`src/rtl/systolic_drain.sv`:
```
// systolic_drain: deskews systolic-array column sums into whole vectors and buffers them in a valid/ready FIFO.
// Define SYSTOLIC_DRAIN_ACCUM_EN to add per-column saturating accumulation across acc_last-delimited groups.

package Config;
   localparam int unsigned sys_rows   = 4;
   localparam int unsigned sys_cols   = 4;
   localparam int unsigned P_BITWIDTH = 16;
endpackage

module systolic_drain
   import Config::*;
#(
   parameter int unsigned LAT_BASE   = sys_rows,
   parameter int unsigned FIFO_DEPTH = 4
) (
   input  logic                                clk,
   input  logic                                rst,
   input  logic                                row_valid,
   input  logic                                acc_last,
   input  logic [sys_cols-1:0][P_BITWIDTH-1:0] of_data,
   output logic                                out_valid,
   input  logic                                out_ready,
   output logic [sys_cols-1:0][P_BITWIDTH-1:0] out_data,
   output logic                                feed_ok,
   output logic                                overflow
);

   localparam int unsigned TAG_LEN = LAT_BASE + sys_cols - 1;
   localparam int unsigned AW      = $clog2(FIFO_DEPTH);
   localparam int unsigned PW      = AW + 1;
   localparam int unsigned CW      = $clog2(TAG_LEN + FIFO_DEPTH + 2) + 1;

   typedef logic [sys_cols-1:0][P_BITWIDTH-1:0] vec_t;

   logic [TAG_LEN-1:0] tag_v;
   logic               tag_out;
   vec_t               aligned;
   vec_t               push_vec;
   logic               push_req;

   // Tag pipeline: a vector's tag emerges on the cycle its last column is sampled
   always_ff @(posedge clk or negedge rst) begin : tag_pipe
      if (!rst) tag_v <= '0;
      else      tag_v <= TAG_LEN'({tag_v, row_valid});
   end

   assign tag_out = tag_v[TAG_LEN-1];

   // Column j arrives j cycles late, so it is held back sys_cols-1-j cycles
   for (genvar j = 0; j < sys_cols; j++) begin : g_col
      localparam int unsigned D = sys_cols - 1 - j;
      if (D == 0) begin : g_pass
         assign aligned[j] = of_data[j];
      end else begin : g_dly
         logic [D*P_BITWIDTH-1:0] dl;
         always_ff @(posedge clk or negedge rst) begin : dly_line
            if (!rst) dl <= '0;
            else      dl <= (D*P_BITWIDTH)'({dl, of_data[j]});
         end
         assign aligned[j] = dl[D*P_BITWIDTH-1 -: P_BITWIDTH];
      end
   end

`ifdef SYSTOLIC_DRAIN_ACCUM_EN
   localparam logic [P_BITWIDTH-1:0] SMAX = {1'b0, {(P_BITWIDTH-1){1'b1}}};
   localparam logic [P_BITWIDTH-1:0] SMIN = {1'b1, {(P_BITWIDTH-1){1'b0}}};

   logic [TAG_LEN-1:0] last_v;
   logic               tag_last;
   vec_t               acc;
   vec_t               sum;

   always_ff @(posedge clk or negedge rst) begin : last_pipe
      if (!rst) last_v <= '0;
      else      last_v <= TAG_LEN'({last_v, row_valid && acc_last});
   end

   assign tag_last = last_v[TAG_LEN-1];

   // One guard bit detects signed overflow; clamp to the representable range
   for (genvar j = 0; j < sys_cols; j++) begin : g_sat
      logic [P_BITWIDTH:0] wide;
      assign wide   = {acc[j][P_BITWIDTH-1], acc[j]} + {aligned[j][P_BITWIDTH-1], aligned[j]};
      assign sum[j] = (wide[P_BITWIDTH] != wide[P_BITWIDTH-1]) ?
                      (wide[P_BITWIDTH] ? SMIN : SMAX) : wide[P_BITWIDTH-1:0];
   end

   always_ff @(posedge clk or negedge rst) begin : acc_regs
      if (!rst)         acc <= '0;
      else if (tag_out) acc <= tag_last ? '0 : sum;
   end

   assign push_req = tag_out && tag_last;
   assign push_vec = sum;
`else
   logic unused_acc_last;
   assign unused_acc_last = acc_last;
   assign push_req        = tag_out;
   assign push_vec        = aligned;
`endif

   vec_t          mem [FIFO_DEPTH];
   logic [PW-1:0] wr_ptr, rd_ptr, wr_next, rd_next, count, count_next;
   logic          full, pop, push, drop;
   logic [CW-1:0] in_flight, in_flight_next;
   vec_t          head_next;

   // A full FIFO still takes a push when the consumer pops in the same cycle
   always_comb begin : fifo_ctl
      count          = wr_ptr - rd_ptr;
      full           = (count == PW'(FIFO_DEPTH));
      pop            = out_valid && out_ready;
      push           = push_req && (!full || pop);
      drop           = push_req && !push;
      wr_next        = wr_ptr + PW'(push);
      rd_next        = rd_ptr + PW'(pop);
      count_next     = wr_next - rd_next;
      in_flight_next = in_flight + CW'(row_valid) - CW'(tag_out);
      head_next      = mem[rd_next[AW-1:0]];
      if (push && (wr_ptr[AW-1:0] == rd_next[AW-1:0])) head_next = push_vec;
   end

   // Head of the FIFO is mirrored into out_data so it only moves on a pop or a push into empty
   always_ff @(posedge clk or negedge rst) begin : fifo_regs
      if (!rst) begin
         mem       <= '{default: '0};
         wr_ptr    <= '0;
         rd_ptr    <= '0;
         in_flight <= '0;
         out_valid <= 1'b0;
         out_data  <= '0;
         feed_ok   <= 1'b1;
         overflow  <= 1'b0;
      end else begin
         if (push) mem[wr_ptr[AW-1:0]] <= push_vec;
         wr_ptr    <= wr_next;
         rd_ptr    <= rd_next;
         in_flight <= in_flight_next;
         out_valid <= (count_next != '0);
         out_data  <= (count_next != '0) ? head_next : '0;
         feed_ok   <= (in_flight_next + CW'(count_next)) < CW'(FIFO_DEPTH);
         overflow  <= overflow | drop;
      end
   end

endmodule

```
`config.mk`:
```
export PLATFORM = sky130hd
export DESIGN_NAME = systolic_drain
export DESIGN_NICKNAME = d
export VERILOG_FILES = /design/src/rtl/systolic_drain.sv
export SDC_FILE = /design/constraint.sdc
export NUM_CORES = 1
export LEC_CHECK = 0
export ABC_AREA = 1
export CORE_MARGIN = 5
export CORE_UTILIZATION = 50
export DETAILED_ROUTE_END_ITERATION = 7
export MAX_ROUTING_LAYER = met4
export PLACE_DENSITY = 0.78
export SYNTH_ARGS = -nofsm -noshare
export SYNTH_HDL_FRONTEND = slang
export SYNTH_SLANG_ARGS = --single-unit
```
`constraint.sdc`:
```
create_clock -name clk -period 8.7 [get_ports clk]
set_clock_uncertainty 0.05 [all_clocks]
set_input_delay 2.61 -clock clk [delete_from_list [all_inputs] [get_ports clk]]
set_output_delay 2.61 -clock clk [all_outputs]
set_load 0.05 [all_outputs]
```
==> impl_metrics.csv, run 1 <==
group,metric,value,unit
critical_path,timing.rr.end,"out_data[0]",
critical_path,r2r.worst_path.cells,20,
global_route,grtUsageMet1,24.8,%
finish,multi_input_area,0.00562,sq mm
global_route,grt_use_met3,3.31,%
finish,fill_cells,2821,
detailed_routing,drt_iter0_drc,917,
synth,netlist.area_leader.share,61.9,%
detailed_routing,totalWireLength,36.2,mm
global_route,grt_start_max_net_pins,188,
floorplan,die_w,198,microns
timing,worstMarginPinSlew,1.05,ns
clocking,cts_resized,0,
floorplan,die_h,198,microns
timing,finalMaxSlewViolations,0,
finish,seqCellArea,0.0109,sq mm
detailed_routing,post_drt_wl_per_cell,16.1,microns
min_path,hp-class,"flop to flop",
timing,finalSetupViolations,0,
floorplan,core-area,0.0346,sq mm
run,maxCapViolCount,0,
critical_path,cp.arrival,6.75,ns
timing,finalSetupTns,0,ns
synth,synth_cell_types,33,
timing,hold_viol_final,0,
finish,final_common_cell,"nand2_1",
finish,final_layout_size_suffix_gt1_share,12.0,%
floorplan,die-area,0.0391,sq mm
synth,syn_area,0.0176,sq mm
critical_path,r2r_slack,3.94,ns
global_route,overflow,0,
critical_path,cp_max_fo,88,
min_path,hold_start,"g_col[0].g_dly.dl[8]",
finish,syn2layout_area_growth,15.8,%
clocking,cts.hold.buffers_added,0,
clocking,clk_latency,0.54,ns
synth,yosys-top-cells-area,"dfrtp_1, nand2_1, o21ai_1, a32o_1, a21oi_2",
timing,rsz0062_at_grt,"false",
detailed_routing,route.detailed.drc,0,
finish,layout_common_cells,"nand2_1, dfrtp_1, o21ai_1",
clocking,cts_tree,"yes",
placed_design,place_hpwl,20.5,mm
synth,yosysTopAreaCell,"dfrtp_1",
synth,synth_seq_area_share,62.1,%
critical_path,worstPathRequired,9.04,ns
timing,fmax,0.156,GHz
floorplan,io_pins,136,
synth,ys_ff_latch,437,
global_route,grt_pass1_vias,12300,
clocking,post-cts-setup-buffers,0,
clocking,cts.clk_slew.worst_paths,0.06,ns
critical_path,critPathKind,"input port to flop",
detailed_routing,vias,12100,
min_path,holdPathEnd,"g_col[0].g_dly.dl[24]",
min_path,whs_path_depth,0,
status,status,"finished clean",
timing,relSlewSlack,29.8,%
critical_path,start_kind,"input port",
clocking,cts_root_buffer,"clkbuf_16",
placed_design,place_congestion,0.783,
global_route,top_usage_layer,"met2",
synth,syn_nets,1775,
clocking,cts.path.max_buffers,3,
global_route,met2_usage,32.3,%
detailed_routing,drt-vias-per-instance,5.38,
finish,finalNetCount,1848,
detailed_routing,ant_nets,0,
global_route,grt_pass1_wl,61.1,mm
floorplan,start_util,50.9,%
critical_path,r2r_start,"wr_ptr[0]",
detailed_routing,first_pass_iters,5,
floorplan,num_rows,68,
critical_path,cp-end-kind,"flop",
clocking,cts_num_sinks,437,
clocking,htreeDepth,2,
timing,post-route-min-period,6.41,ns
global_route,grt_antenna_before_repair,0,
synth,synth_cells,1690,
clocking,numCtsBuffers,45,
global_route,grtUsageTotal,19.4,%
synth,yosysWarnings,0,
timing,period_share,73.7,%
finish,antenna_cells,0,
placed_design,io_buffers,134,
synth,synth.avg_cell_area,10.4,sq um
==> critical path, cell delays in order <==
cell	delay, ns
clkdlybuf4s50_1	0.40
nand2_1	0.06
inv_1	0.07
ha_4	0.79
buf_4	0.72
nor2_1	0.12
nor3_1	0.53
nand2_8	0.57
buf_4	0.55
o21ai_0	0.22
a21oi_1	0.06
==> stage by stage <==
stage / utilization (%) / cell area, sq um / worst slack [ns] / hold slack (ns) / cells
4_1_cts: 58.9 / 20400 / 2.24 / 0.298 / 2252
6_report: 58.9 / 20400 / 2.29 / 0.295 / 2252
3_5_place_dp: 54.7 / 18900 / 1.67 / 0.285 / 2171
5_1_grt: 58.9 / 20400 / 1.98 / 0.301 / 2252
3_3_place_gp: 54.7 / 18900 / 1.74 / 0.281 / 2171
2_1_floorplan: - / 17600 / 3.28 / 0.281 / 1690
==> cell type report <==
type / count / share of cell area, %
clock buffers: 64 / 6.46
clock inverters: 17 / 0.742
inverters: 91 / 1.72
multi-input cells: 1043 / 27.6
flip-flops and latches: 437 / 53.6
well taps: 455 / 2.79
repair buffers: 145 / 7.13
==> sequential cells by signal, indices dropped and copies added, names as in the netlist <==
register	count
overflow	1
rd_ptr	3
wr_ptr	3
feed_ok	1
tag_v	7
mem	256
out_data	64
in_flight	5
out_valid	1
g_col.g_dly.dl	96
==> worst max-delay path by stage <==
stage                   start           end  cells after the start
floorplan           out_ready       feed_ok                     15
detailed placement  out_ready   out_data[3]                     11
finish              out_ready   out_data[3]                     11
CTS                 out_ready   out_data[3]                     11
global route        out_ready   out_data[5]                     11
global placement    out_ready  out_data[63]                     11
==> cells by family after synthesis <==
| kind of cell | share of synthesized area, % |
|---|---|
| compound gates | 18.9 |
| xor+xnor | 0.497 |
| fa+ha+maj | 1.22 |
| buf+inv | 6.25 |
| flops | 62.1 |
| simple gates | 11.0 |
==> synth_stat cells <==
cell type	n
clkbuf_1	37
nor3_1	1
a21oi_1	76
buf_4	31
nand3_2	3
a21oi_2	56
buf_12	5
clkinv_1	1
nand2_4	1
buf_2	33
dfstp_2	1
xnor2_1	5
inv_1	87
xor2_1	5
a31o_2	1
nand3_1	16
ha_1	14
nor2_1	6
o21ai_1	196
inv_2	2
inv_4	1
or2_2	1
nand2_2	3
o21ai_0	68
nand2_1	468
a32o_1	64
fa_1	2
buf_1	4
buf_6	8
o21ai_2	56
dfrtp_1	436
buf_8	1
nor3_2	1
==> layer usage <==
metal / vias to the layer above / part of all wire (%)
met4: 0 / 2.4
met2: 314 / 50
met1: 5939 / 43
met5: - / 0
met3: 65 / 4.9
li1: 5787 / -
Power of run 1 is not shown: default switching activity piles up to over one toggle a cycle in this logic, so the estimate is an artifact.
==> run 2: changes to the inputs <==
--- a/config.mk
+++ b/config.mk
@@ -10,7 +10,7 @@
 export CORE_UTILIZATION = 50
 export DETAILED_ROUTE_END_ITERATION = 7
 export MAX_ROUTING_LAYER = met4
-export PLACE_DENSITY = 0.78
+export PLACE_DENSITY = 0.81
 export SYNTH_ARGS = -nofsm -noshare
 export SYNTH_HDL_FRONTEND = slang
 export SYNTH_SLANG_ARGS = --single-unit
==> constraint.sdc (replaced) <==
create_clock -name clk -period 5.4 [get_ports clk]
set_clock_uncertainty 0.05 [all_clocks]
set_input_delay 1.62 -clock clk [delete_from_list [all_inputs] [get_ports clk]]
set_output_delay 1.62 -clock clk [all_outputs]
set_load 0.05 [all_outputs]
==> impl_metrics.csv, run 2 (synthesized netlist as in run 1, its figures left out) <==
group,metric,value,unit
status,status,"finished clean",
detailed_routing,post_drt_wl_per_cell,16.3,microns
clocking,cts_num_sinks,437,
critical_path,cp_num_cells,22,
critical_path,path_common_cell,"inv_1",
timing,worstMarginPinSlew,0.947,ns
min_path,hp-class,"flop to flop",
min_path,hold_start,"g_col[0].g_dly.dl[3]",
detailed_routing,totalWireLength,37.0,mm
floorplan,die_w,198,microns
detailed_routing,drt_iter0_drc,926,
floorplan,num_rows,68,
clocking,cts_resized,0,
clocking,clk_latency,0.55,ns
timing,finalMaxSlewViolations,0,
critical_path,critPathKind,"input port to flop",
finish,final_layout_size_suffix_gt1_share,12.4,%
placed_design,place_hpwl,21.3,mm
finish,finalNetCount,1858,
timing,post-route-min-period,4.45,ns
critical_path,timing.rr.end,"out_data[63]",
detailed_routing,ant_nets,0,
critical_path,cp-end-kind,"flop",
critical_path,critPathBufInv,9,
detailed_routing,route.detailed.drc,0,
global_route,grt_pass1_wl,63.0,mm
timing,relSlewSlack,36.8,%
floorplan,io_pins,136,
detailed_routing,vias,12300,
min_path,whs_path_depth,0,
clocking,post-cts-setup-buffers,0,
floorplan,core-area,0.0346,sq mm
clocking,cts.path.max_buffers,3,
detailed_routing,drt-vias-per-instance,5.44,
finish,syn2layout_area_growth,17.2,%
floorplan,start_util,50.9,%
run,maxCapViolCount,0,
detailed_routing,wl_met3,1.85,mm
finish,layout_common_cells,"nand2_1, dfrtp_1, o21ai_1",
placed_design,io_buffers,134,
detailed_routing,wl_met1,15.7,mm
timing,hold_viol_final,0,
clocking,cts_tree,"yes",
critical_path,cp.arrival,4.85,ns
global_route,grt_start_max_net_pins,129,
min_path,holdPathEnd,"g_col[0].g_dly.dl[19]",
detailed_routing,wl_met2,18.4,mm
critical_path,r2r_slack,1.41,ns
clocking,cts.hold.buffers_added,0,
finish,final_common_cell,"nand2_1",
floorplan,die-area,0.0391,sq mm
critical_path,cp_slowest_cell,"clkdlybuf4s50_1",
timing,finalSetupTns,0,ns
timing,fmax,0.224,GHz
timing,finalSetupViolations,0,
critical_path,r2r_start,"wr_ptr[0]",
clocking,cts.clk_slew.worst_paths,0.06,ns
critical_path,worstPathRequired,5.79,ns
placed_design,place_congestion,0.779,
global_route,grt_antenna_before_repair,1,
timing,period_share,82.5,%
clocking,numCtsBuffers,45,
detailed_routing,first_pass_iters,5,
clocking,cts_root_buffer,"clkbuf_16",
critical_path,start_kind,"input port",
floorplan,die_h,198,microns
timing,rsz0062_at_grt,"false",
global_route,overflow,0,
critical_path,cp_max_fo,40,
detailed_routing,highest_layer,"met4",
critical_path,r2r.worst_path.cells,23,
clocking,htreeDepth,2,
critical_path,path_cells,"clkdlybuf4s50_1 > nand2_1 > inv_1 > nor2_1 > nand2_1 > nand2_1 > inv_4 > ha_1 > inv_1 > ha_1 > inv_1 > fa_1 > inv_1 > nand3_1 > nand3_1 > nand2_2 > inv_2 > nor3_2 > clkinv_2 > buf_12 > o21ai_0 > a21oi_1",
finish,largest_register_ffs,256,
finish,largest_registers,"mem: 256 flops, g_col.g_dly.dl: 96 flops, out_data: 64 flops",
global_route,grtUsageTotal,19.9,%
critical_path,critical_path.top_delay_family,"buffers and inverters",
critical_path,max_stage_delay,0.46,ns
global_route,grt_pass1_vias,12800,
finish,top_register,"mem",
==> run 2: routing by layer <==
layer | vias to the layer above | track usage, %
met5 | - | -
li1 | 5816 | -
met4 | 0 | 6.58
met2 | 365 | 33.0
met3 | 89 | 3.34
met1 | 6033 | 25.0
==> run 2: worst reg2reg max path, stage by stage (launching register included) <==
cell and delay, ns:
dfrtp_1 0.47, clkinv_1 0.23, ha_1 0.25, inv_1 0.05
a21oi_1 0.07, xnor2_1 0.22, nand2_1 0.08, nand2_1 0.12
inv_4 0.11, ha_1 0.30, inv_1 0.07, ha_1 0.14
inv_1 0.06, fa_1 0.43, inv_1 0.10, nand3_1 0.10
nand3_1 0.14, nand2_2 0.09, inv_2 0.07, nor3_2 0.04
clkinv_2 0.08, buf_12 0.28, o21ai_0 0.15, a21oi_1 0.20
==> run 2: area by class of cell <==
| class | instances | area (sq um) |
|---|---|---|
| diodes | 1 | 2.50 |
| clock buffers | 69 | 1400 |
| clock inverters | 12 | 118 |
| fillers | 2759 | 14000 |
| inverters | 91 | 350 |
| multi-input cells | 1043 | 5620 |
| flip-flops and latches | 437 | 10900 |
| well taps | 455 | 569 |
| repair buffers | 155 | 1640 |
==> run 2: worst max-delay path by stage <==
| stage | slack (ns) | from | endpoint |
|---|---|---|---|
| after floorplan | 0.97 | out_ready | feed_ok |
| after CTS | 0.91 | out_ready | out_data[63] |
| after detailed placement | 0.38 | out_ready | out_data[63] |
| after global routing | 0.74 | out_ready | out_data[63] |
| after global placement | 0.55 | out_ready | feed_ok |
| final | 0.95 | out_ready | out_data[63] |
==> run 2: metrics by stage <==
step	instance area, sq um	hold slack, ns	utilization (%)	instances	setup slack (ns)
floorplan	17600	0.281	-	1690	0.972
global placement	19100	0.281	55.2	2181	0.546
detailed placement	19100	0.285	55.2	2181	0.381
CTS	20600	0.293	59.6	2262	0.915
global route	20600	0.296	59.6	2263	0.745
finish	20600	0.293	59.6	2263	0.945
Power of run 2 is left out for the same reason.
==> run 3: changes to the inputs <==
--- a/config.mk
+++ b/config.mk
@@ -10,7 +10,7 @@
 export CORE_UTILIZATION = 50
 export DETAILED_ROUTE_END_ITERATION = 7
 export MAX_ROUTING_LAYER = met4
-export PLACE_DENSITY = 0.81
+export PLACE_DENSITY = 0.78
 export SYNTH_ARGS = -nofsm -noshare
 export SYNTH_HDL_FRONTEND = slang
 export SYNTH_SLANG_ARGS = --single-unit
==> constraint.sdc (replaced) <==
create_clock -name clk -period 4.4 [get_ports clk]
set_clock_uncertainty 0.05 [all_clocks]
set_input_delay 1.32 -clock clk [delete_from_list [all_inputs] [get_ports clk]]
set_output_delay 1.32 -clock clk [all_outputs]
set_load 0.05 [all_outputs]
==> impl_metrics.csv, run 3 (synthesized netlist as in run 1, its figures left out) <==
group,metric,value,unit
critical_path,cp-end-kind,"flop",
detailed_routing,totalWireLength,38.1,mm
clocking,htreeDepth,2,
clocking,post-cts-setup-buffers,0,
placed_design,place_area,0.0194,sq mm
global_route,grt_pass1_wl,64.7,mm
critical_path,critPathKind,"input port to flop",
global_route,grt_pass1_vias,12900,
finish,final_common_cell,"nand2_1",
clocking,cts_root_buffer,"clkbuf_16",
clocking,clk_latency,0.55,ns
placed_design,place_hpwl,22.3,mm
clocking,cts.clk_slew.worst_paths,0.06,ns
detailed_routing,route.detailed.drc,0,
finish,layout_common_cells,"nand2_1, dfrtp_1, o21ai_1",
global_route,overflow,0,
timing,finalSetupViolations,0,
critical_path,max_stage_delay,0.48,ns
critical_path,path_cells,"clkdlybuf4s50_1 > nand2_1 > inv_1 > nor2_1 > nand2_1 > nand2_1 > inv_4 > ha_1 > ha_1 > fa_1 > inv_1 > nand3_1 > nand3_1 > nand2_2 > inv_2 > ha_1 > a21oi_1 > nand2_1 > nand2_1 > nand3_1 > nor2_1",
placed_design,io_buffers,134,
timing,finalMaxSlewViolations,0,
detailed_routing,post_drt_wl_per_cell,16.7,microns
finish,final_layout_size_suffix_gt1_share,13.2,%
finish,largest_register_ffs,256,
global_route,grt_start_max_net_pins,129,
critical_path,cp_max_fo,3,
critical_path,worstPathRequired,4.83,ns
floorplan,start_util,50.9,%
clocking,cts_num_sinks,437,
clocking,numCtsBuffers,45,
finish,stdcell_area,0.0208,sq mm
global_route,grt_antenna_before_repair,0,
timing,hold_viol_final,0,
clocking,cts_tree,"yes",
timing,fmax,0.252,GHz
min_path,hp-class,"flop to flop",
finish,antenna_cells,0,
critical_path,cp_slowest_cell,"fa_1",
critical_path,start_kind,"input port",
clocking,cts.path.max_buffers,3,
floorplan,die-area,0.0391,sq mm
detailed_routing,drt-vias-per-instance,5.40,
timing,period_share,90.3,%
detailed_routing,vias,12300,
finish,syn2layout_area_growth,18.3,%
timing,relSlewSlack,42.5,%
timing,fin_ws,0.428,ns
run,maxCapViolCount,0,
critical_path,cp.arrival,4.41,ns
detailed_routing,first_pass_iters,5,
clocking,cts.hold.buffers_added,0,
critical_path,path_common_cell,"nand2_1",
finish,top_register,"mem",
detailed_routing,drt_iter0_drc,858,
min_path,hold_start,"g_col[0].g_dly.dl[15]",
floorplan,core-area,0.0346,sq mm
floorplan,io_pins,136,
timing,worstMarginPinSlew,0.863,ns
detailed_routing,ant_nets,0,
finish,finalNetCount,1879,
finish,largest_registers,"mem: 256 flops, g_col.g_dly.dl: 96 flops, out_data: 64 flops",
placed_design,place_congestion,0.766,
timing,rsz0062_at_grt,"false",
floorplan,die_h,198,microns
floorplan,die_w,198,microns
timing,post-route-min-period,3.97,ns
critical_path,r2r_start,"wr_ptr[0]",
floorplan,num_rows,68,
global_route,grtUsageTotal,20.6,%
critical_path,crit_path_start,"out_ready",
clocking,cts_resized,0,
status,status,"finished clean",
placed_design,place_ws,-0.109,ns
==> run 3: cell count changes in the layout (fill, tap and decap cells not counted), moves of 3 or more <==
cell      change
buf_4        +12
buf_12        +9
clkbuf_8      -5
clkbuf_1      +3
clkinv_2      +3
==> run 3: path summary, 6_finish.rpt <==
check / end / slack [ns] / cells after the start
setup / recovery: feed_ok / 0.43 / 21
hold / removal: g_col[0].g_dly.dl[31] / 0.29 / 0
setup reg to reg: feed_ok / 0.61 / 22
hold reg to reg: g_col[0].g_dly.dl[31] / 0.29 / 0
max in group asynchronous: out_data[23] / 2.62 / 2
min in group asynchronous: g_col[1].g_dly.dl[5] / 0.79 / 1
==> run 3: stage by stage <==
step	util [%]	std cells	setup TNS (ns)	hold slack [ns]
5_1_grt	60.2	2283	0	0.302
4_1_cts	60.2	2283	0	0.297
6_report	60.2	2283	0	0.293
3_3_place_gp	56.0	2202	-0.0140	0.282
2_1_floorplan	-	1690	0	0.281
3_5_place_dp	56.0	2202	-0.772	0.285
==> run 3: final cells by class <==
class	instances	area (sq um)
Inverter	91	350
Sequential cell	437	10900
Tap cell	455	569
Multi-Input combinational cell	1043	5620
Clock inverter	15	139
Clock buffer	66	1320
Timing Repair Buffer	176	1910
Fill cell	2720	13800
==> run 3: layer usage <==
layer | vias to the layer above | global-route usage, % | wire length [microns]
met3 | 55 | 3.39 | 1990
met1 | 6101 | 26.4 | 16400
met2 | 329 | 34.4 | 18900
li1 | 5854 | - | -
met5 | - | - | 0
met4 | 0 | 5.30 | 719
==> run 3: critical path: cells and delay by family <==
family / cells / cell delay, ns
simple gates: 11 / 0.99
compound gates: 1 / 0.20
buf+inv: 5 / 0.69
fa+ha+maj: 4 / 1.22
Power of run 3 is left out for the same reason.
